$ cat src/rtl/regfile_pkg.sv
// Shared definitions for the 16x32 register bank: size defaults, control state
// encoding and the byte-enable width helper.
package regfile_pkg;

  localparam int NREGS_DEF = 16;
  localparam int DW_DEF    = 32;

  typedef enum logic {
    IDLE  = 1'b0,
    CLEAR = 1'b1
  } state_t;

  function automatic int be_width(input int dw);
    return dw / 8;
  endfunction

endpackage

$ cat src/rtl/regfile_addr_decoder.sv
// Combinational register-index to one-hot decoder with an enable; all zeros when
// en is low.
module regfile_addr_decoder
  import regfile_pkg::*;
#(
  parameter int NREGS = NREGS_DEF,
  parameter int AW    = $clog2(NREGS)
) (
  input  logic             en,
  input  logic [AW-1:0]    addr,
  output logic [NREGS-1:0] onehot
);

  genvar gi;
  generate
    for (gi = 0; gi < NREGS; gi++) begin : g_dec
      assign onehot[gi] = en && (addr == AW'(gi));
    end
  endgenerate

endmodule

$ cat src/rtl/regfile_write_port.sv
// Write side of the register bank: one-stage staged writes with byte enables plus a
// sequenced bulk clear. Build option REGFILE_R0_ZERO_EN hardwires register 0 to zero.
module regfile_write_port
  import regfile_pkg::*;
#(
  parameter int NREGS = NREGS_DEF,
  parameter int DW    = DW_DEF,
  parameter int AW    = $clog2(NREGS)
) (
  input  logic                    clk,
  input  logic                    rst_n,
  input  logic                    wr_valid,
  output logic                    wr_ready,
  input  logic [AW-1:0]           wr_addr,
  input  logic [DW-1:0]           wr_data,
  input  logic [be_width(DW)-1:0] wr_be,
  input  logic                    clr_req,
  output logic                    clr_busy,
  output logic [NREGS-1:0]        wr_onehot,
  output logic                    wr_done,
  output logic [NREGS*DW-1:0]     regs_flat
);

  localparam int BW = be_width(DW);

`ifdef REGFILE_R0_ZERO_EN
  localparam bit R0_ZERO = 1'b1;
`else
  localparam bit R0_ZERO = 1'b0;
`endif

  // Register 0 never reports a commit when it is hardwired.
  localparam logic [NREGS-1:0] ONEHOT_MASK = R0_ZERO ? {{(NREGS-1){1'b1}}, 1'b0} : {NREGS{1'b1}};

  state_t            state_reg, state_next;
  logic [AW-1:0]     clr_cnt_reg;
  logic              stage_valid_reg;
  logic [AW-1:0]     stage_addr_reg;
  logic [DW-1:0]     stage_data_reg;
  logic [BW-1:0]     stage_be_reg;
  logic              clearing;
  logic              accept;
  logic [NREGS-1:0]  commit_hit;
  logic [NREGS-1:0]  clr_hit;

  assign clearing = (state_reg == CLEAR);
  assign wr_ready = (state_reg == IDLE) && !clr_req;
  assign clr_busy = clearing;
  assign accept   = wr_valid && wr_ready;

  always_comb begin
    state_next = state_reg;
    case (state_reg)
      IDLE:    if (clr_req) state_next = CLEAR;
      CLEAR:   if (clr_cnt_reg == AW'(NREGS - 1)) state_next = IDLE;
      default: state_next = IDLE;
    endcase
  end

  regfile_addr_decoder #(.NREGS(NREGS), .AW(AW)) u_commit_dec (
    .en     (stage_valid_reg),
    .addr   (stage_addr_reg),
    .onehot (commit_hit)
  );

  regfile_addr_decoder #(.NREGS(NREGS), .AW(AW)) u_clr_dec (
    .en     (clearing),
    .addr   (clr_cnt_reg),
    .onehot (clr_hit)
  );

  always_ff @(posedge clk or negedge rst_n) begin
    if (!rst_n) begin
      state_reg       <= IDLE;
      clr_cnt_reg     <= '0;
      stage_valid_reg <= 1'b0;
      stage_addr_reg  <= '0;
      stage_data_reg  <= '0;
      stage_be_reg    <= '0;
      wr_done         <= 1'b0;
      wr_onehot       <= '0;
    end else begin
      state_reg <= state_next;
      if (state_reg == IDLE && clr_req)
        clr_cnt_reg <= '0;
      else if (clearing)
        clr_cnt_reg <= clr_cnt_reg + 1'b1;
      // The stage only fills in IDLE, so it is always empty while clearing.
      stage_valid_reg <= accept;
      if (accept) begin
        stage_addr_reg <= wr_addr;
        stage_data_reg <= wr_data;
        stage_be_reg   <= wr_be;
      end
      wr_done   <= stage_valid_reg;
      wr_onehot <= commit_hit & ONEHOT_MASK;
    end
  end

  genvar gi;
  generate
    for (gi = 0; gi < NREGS; gi++) begin : g_reg
      if (R0_ZERO && gi == 0) begin : g_zero
        assign regs_flat[gi*DW +: DW] = '0;
      end else begin : g_live
        logic [DW-1:0] reg_q;
        always_ff @(posedge clk or negedge rst_n) begin
          if (!rst_n) begin
            reg_q <= '0;
          end else if (clr_hit[gi]) begin
            reg_q <= '0;
          end else if (commit_hit[gi]) begin
            for (int b = 0; b < BW; b++)
              if (stage_be_reg[b]) reg_q[b*8 +: 8] <= stage_data_reg[b*8 +: 8];
          end
        end
        assign regs_flat[gi*DW +: DW] = reg_q;
      end
    end
  endgenerate

endmodule

$ cat config.mk
export PLATFORM = sky130hd
export DESIGN_NAME = regfile_write_port
export DESIGN_NICKNAME = d
export VERILOG_FILES = /design/src/rtl/regfile_pkg.sv /design/src/rtl/regfile_addr_decoder.sv /design/src/rtl/regfile_write_port.sv
export SDC_FILE = /design/constraint.sdc
export NUM_CORES = 1
export LEC_CHECK = 0
export BUFFER_PORTS_ARGS = -buffer_cell sky130_fd_sc_hd__buf_2
export CAP_MARGIN = 20
export CORE_MARGIN = 2
export CORE_UTILIZATION = 48
export DETAILED_ROUTE_END_ITERATION = 12
export GPL_TIMING_DRIVEN = 0
export HOLD_SLACK_MARGIN = 0.02
export PLACE_DENSITY = 0.79
export SLEW_MARGIN = 5
export SYNTH_ARGS = -nofsm -noshare
export SYNTH_HDL_FRONTEND = slang
export SYNTH_SLANG_ARGS = --single-unit
$ cat constraint.sdc
create_clock -name clk -period 1.48 [get_ports clk]
set_input_delay 0.222 -clock clk [delete_from_list [all_inputs] [get_ports clk]]
set_output_delay 0.222 -clock clk [all_outputs]
set_load 0.01 [all_outputs]
==> metrics <==
status finished, violations left; failing checks negative hold slack, negative setup slack; antenna-violating nets left 0; sequential cell area fraction in the yosys report 55.5%; die area 55900 sq um; DRT Pass-1 Iters 6; Final TNS setup -101.57 ns; vias in the first global route 25100; clk_lat worst skew 0.63 ns; critical path class flip-flop to flip-flop; Die Span X 236 microns; Post-synth EDFFs 0; Core Area 53600 sq um; fin crit period 1.80 ns; Synth top area share 55.5%; placed wire-length estimate 80.1 mm; Area Growth Syn to Fin 32.6%; initial core utilization 48.4%; grt total ovfl 0; Post-synth top flop dfrtp_1; Iteration-0 DRC Markers 3056; Root Buffer clkbuf_16; fin crit share 122%; Buffers on Ports 574; pin count of the biggest net entering global routing 112; Design Area, Final 34400 sq um; clk_skew 0.0143 ns; Post-DP Area 29900 sq um; Synthesized Nets 2652; Power per Cell Area 1580 nW/um^2; H-tree depth 2; worst slew pin tran 0.721 ns; Synth Register Bits 575; gr usage total 39.8%; Synth Instances 2604; FFs w/ async S/R, synth 100%; top-count cell post-synth dfrtp_1; first-pass GRT wire length 165 mm; Routability Congestion 0.906; crit path max fanout 8; hold_ws -0.400 ns; WL/cell 28.0 microns; RSZ-0062 raised after global routing true; detailed-route DRC error count 0; top cells by count, synth dfrtp_1 (575), nand3_1 (518), o21ai_0 (513); top cell type by total area after synthesis dfrtp_1; Pins Over Slew Limit 0; CP Launch Type flip-flop; Layout fillers 4323; number of flip-flops in the largest register 512; Hold/Removal Path Class input port to asynchronous set/reset pin; total of max-cap violations 0; final worst slack -0.323 ns; CP required 2.00 ns; Final #Nets 3391; fmax 0.555 GHz; via-per-instance ratio 6.34; LEAKAGE 17.0 nW; Yosys cell types 32; initial antenna violation count 5; mux share of post-synthesis cell area 1.78%; Die H 236 microns; complex-gate fraction of the synthesized area 24.8%; CTS tree built; clk buf depth 3; maximum VDD drop 1070 uV; Crit. End Element flip-flop; TritonCTS Buffers 60; Yosys warnings 0; syn_area_per_cell 9.96 sq um; Slew Limit Headroom 51.9%; final hold vios 79; Crit path arrival time 2.32 ns; post-synthesis cell area 25900 sq um; largest family of logic cells by synthesized area compound AO/OA/AOI/OAI gates; Final setup viols 559; layout cells sized above 1 34.8%; final WL 115 mm; CTS clk-pin slew, worst paths 0.07 ns; row count 85; # IOs 575; clk sinks 575; Synth Area in Simple Gates 12.2%; Post-Synth XOR/XNOR Area 0.0675%; Via Count 26000; Synth Area in Adders 0.193%; top cells by area, synth dfrtp_1 (55%), a21boi_0 (12%), nand3_1 (10%), o21ai_0 (9.9%), clkbuf_1 (3.8%); cts hold-fix bufs 41
## power breakdown
part           switching [mW]  internal, mW
combinational            14.6          5.64
clock                    6.72          9.50
sequential               1.07          16.8
## per-stage QoR
stage               cells  utilization [%]  total power [mW]  setup slack [ns]  hold slack, ns
CTS                  4087             63.3              52.7            -0.296          -0.381
global placement     3874             55.4              34.5            -13.01           0.454
finish               4094             64.2              54.3            -0.323          -0.400
floorplan            2604                -              26.0          -0.00786         -0.0736
detailed placement   3880             55.7              34.7             -1.15           0.267
global route         4090             64.1              55.3            -0.373          -0.363
## cells in the final DEF, fill, tap and decap left out, types with 4 or more instances in the layout
cell type	synthesis	routed
dfrtp_1	575	567
clkbuf_4	0	52
buf_8	0	16
bufinv_16	0	7
nand4_1	8	8
buf_6	0	51
clkinv_2	0	15
clkbuf_1	264	56
a21boi_1	105	203
mux2_2	41	41
nor2_1	20	18
buf_2	81	607
clkbuf_16	0	62
and4b_1	8	8
clkbuf_2	1	101
nand3_2	0	7
dfrtp_2	0	8
o21ai_0	513	401
diode_2	0	5
buf_4	0	79
nand3_1	518	511
o21ai_2	0	50
buf_16	0	5
buf_12	0	4
o21ai_1	0	61
a21boi_0	407	300
dlygate4sd3_1	0	41
nand4b_1	16	16
a21boi_2	0	9
clkbuf_8	0	43
## cells by family (layout without fill, tap and decap cells)
logic type      count (synthesis)  count (layout)
compound gates               1027            1027
xor+xnor                        2               2
fa+ha+maj                       4               4
buf+inv                       357            1146
flops                         575             575
mux                            41              41
other cells                     0               5
simple gates                  598             598
## per-layer routing
metal | up-vias | track usage, % | routed length [microns]
met5 | - | 0 | 0
met4 | 0 | 23.6 | 8270
met3 | 505 | 10.5 | 12400
met2 | 1727 | 59.8 | 50600
met1 | 12900 | 52.1 | 43300
li1 | 10800 | - | -
## area by class of cell
cell class / count / area (sq um) / area share (%)
repair buffers: 681 / 3990 / 11.6
well taps: 696 / 871 / 2.53
inverters: 2 / 7.51 / 0.0218
flip-flops and latches: 575 / 14400 / 41.9
multi-input cells: 1672 / 10400 / 30.4
clock buffers: 85 / 1770 / 5.14
diodes: 5 / 12.5 / 0.0364
plain buffers: 351 / 2560 / 7.45
clock inverters: 27 / 325 / 0.946
## critical path, stage by stage, from the launching register on
cell,delay [ns]
dfrtp_2,0.48
buf_6,0.15
or4bb_4,0.66
buf_8,0.19
o21ai_2,0.14
a21boi_2,0.07
## path summary, 6_finish.rpt
| path | from | endpoint | depth (start not counted) | slack [ns] |
|---|---|---|---|---|
| worst min-delay path | rst_n | g_reg[3].g_live.reg_q[29] | 1 | -0.40 |
| worst min register to register | g_reg[3].g_live.reg_q[9] | g_reg[3].g_live.reg_q[9] | 2 | 0.53 |
| worst max-delay path | stage_addr_reg[2] | g_reg[2].g_live.reg_q[9] | 5 | -0.32 |
| max in group asynchronous | rst_n | g_reg[11].g_live.reg_q[12] | 3 | 0.45 |
| min in group clk | wr_valid | stage_data_reg[31] | 4 | 0.17 |
| worst max register to register | stage_addr_reg[2] | g_reg[2].g_live.reg_q[9] | 5 | -0.32 |
## timing repair
item,CTS,global route
resized for setup,566,335
buffers inserted,46,4
cloned,10,0
pin swaps,48,19
endpoints found under the hold margin,123,79
setup endpoints to repair,571,564
No activity file was read; power rests on OpenSTA's default activity.
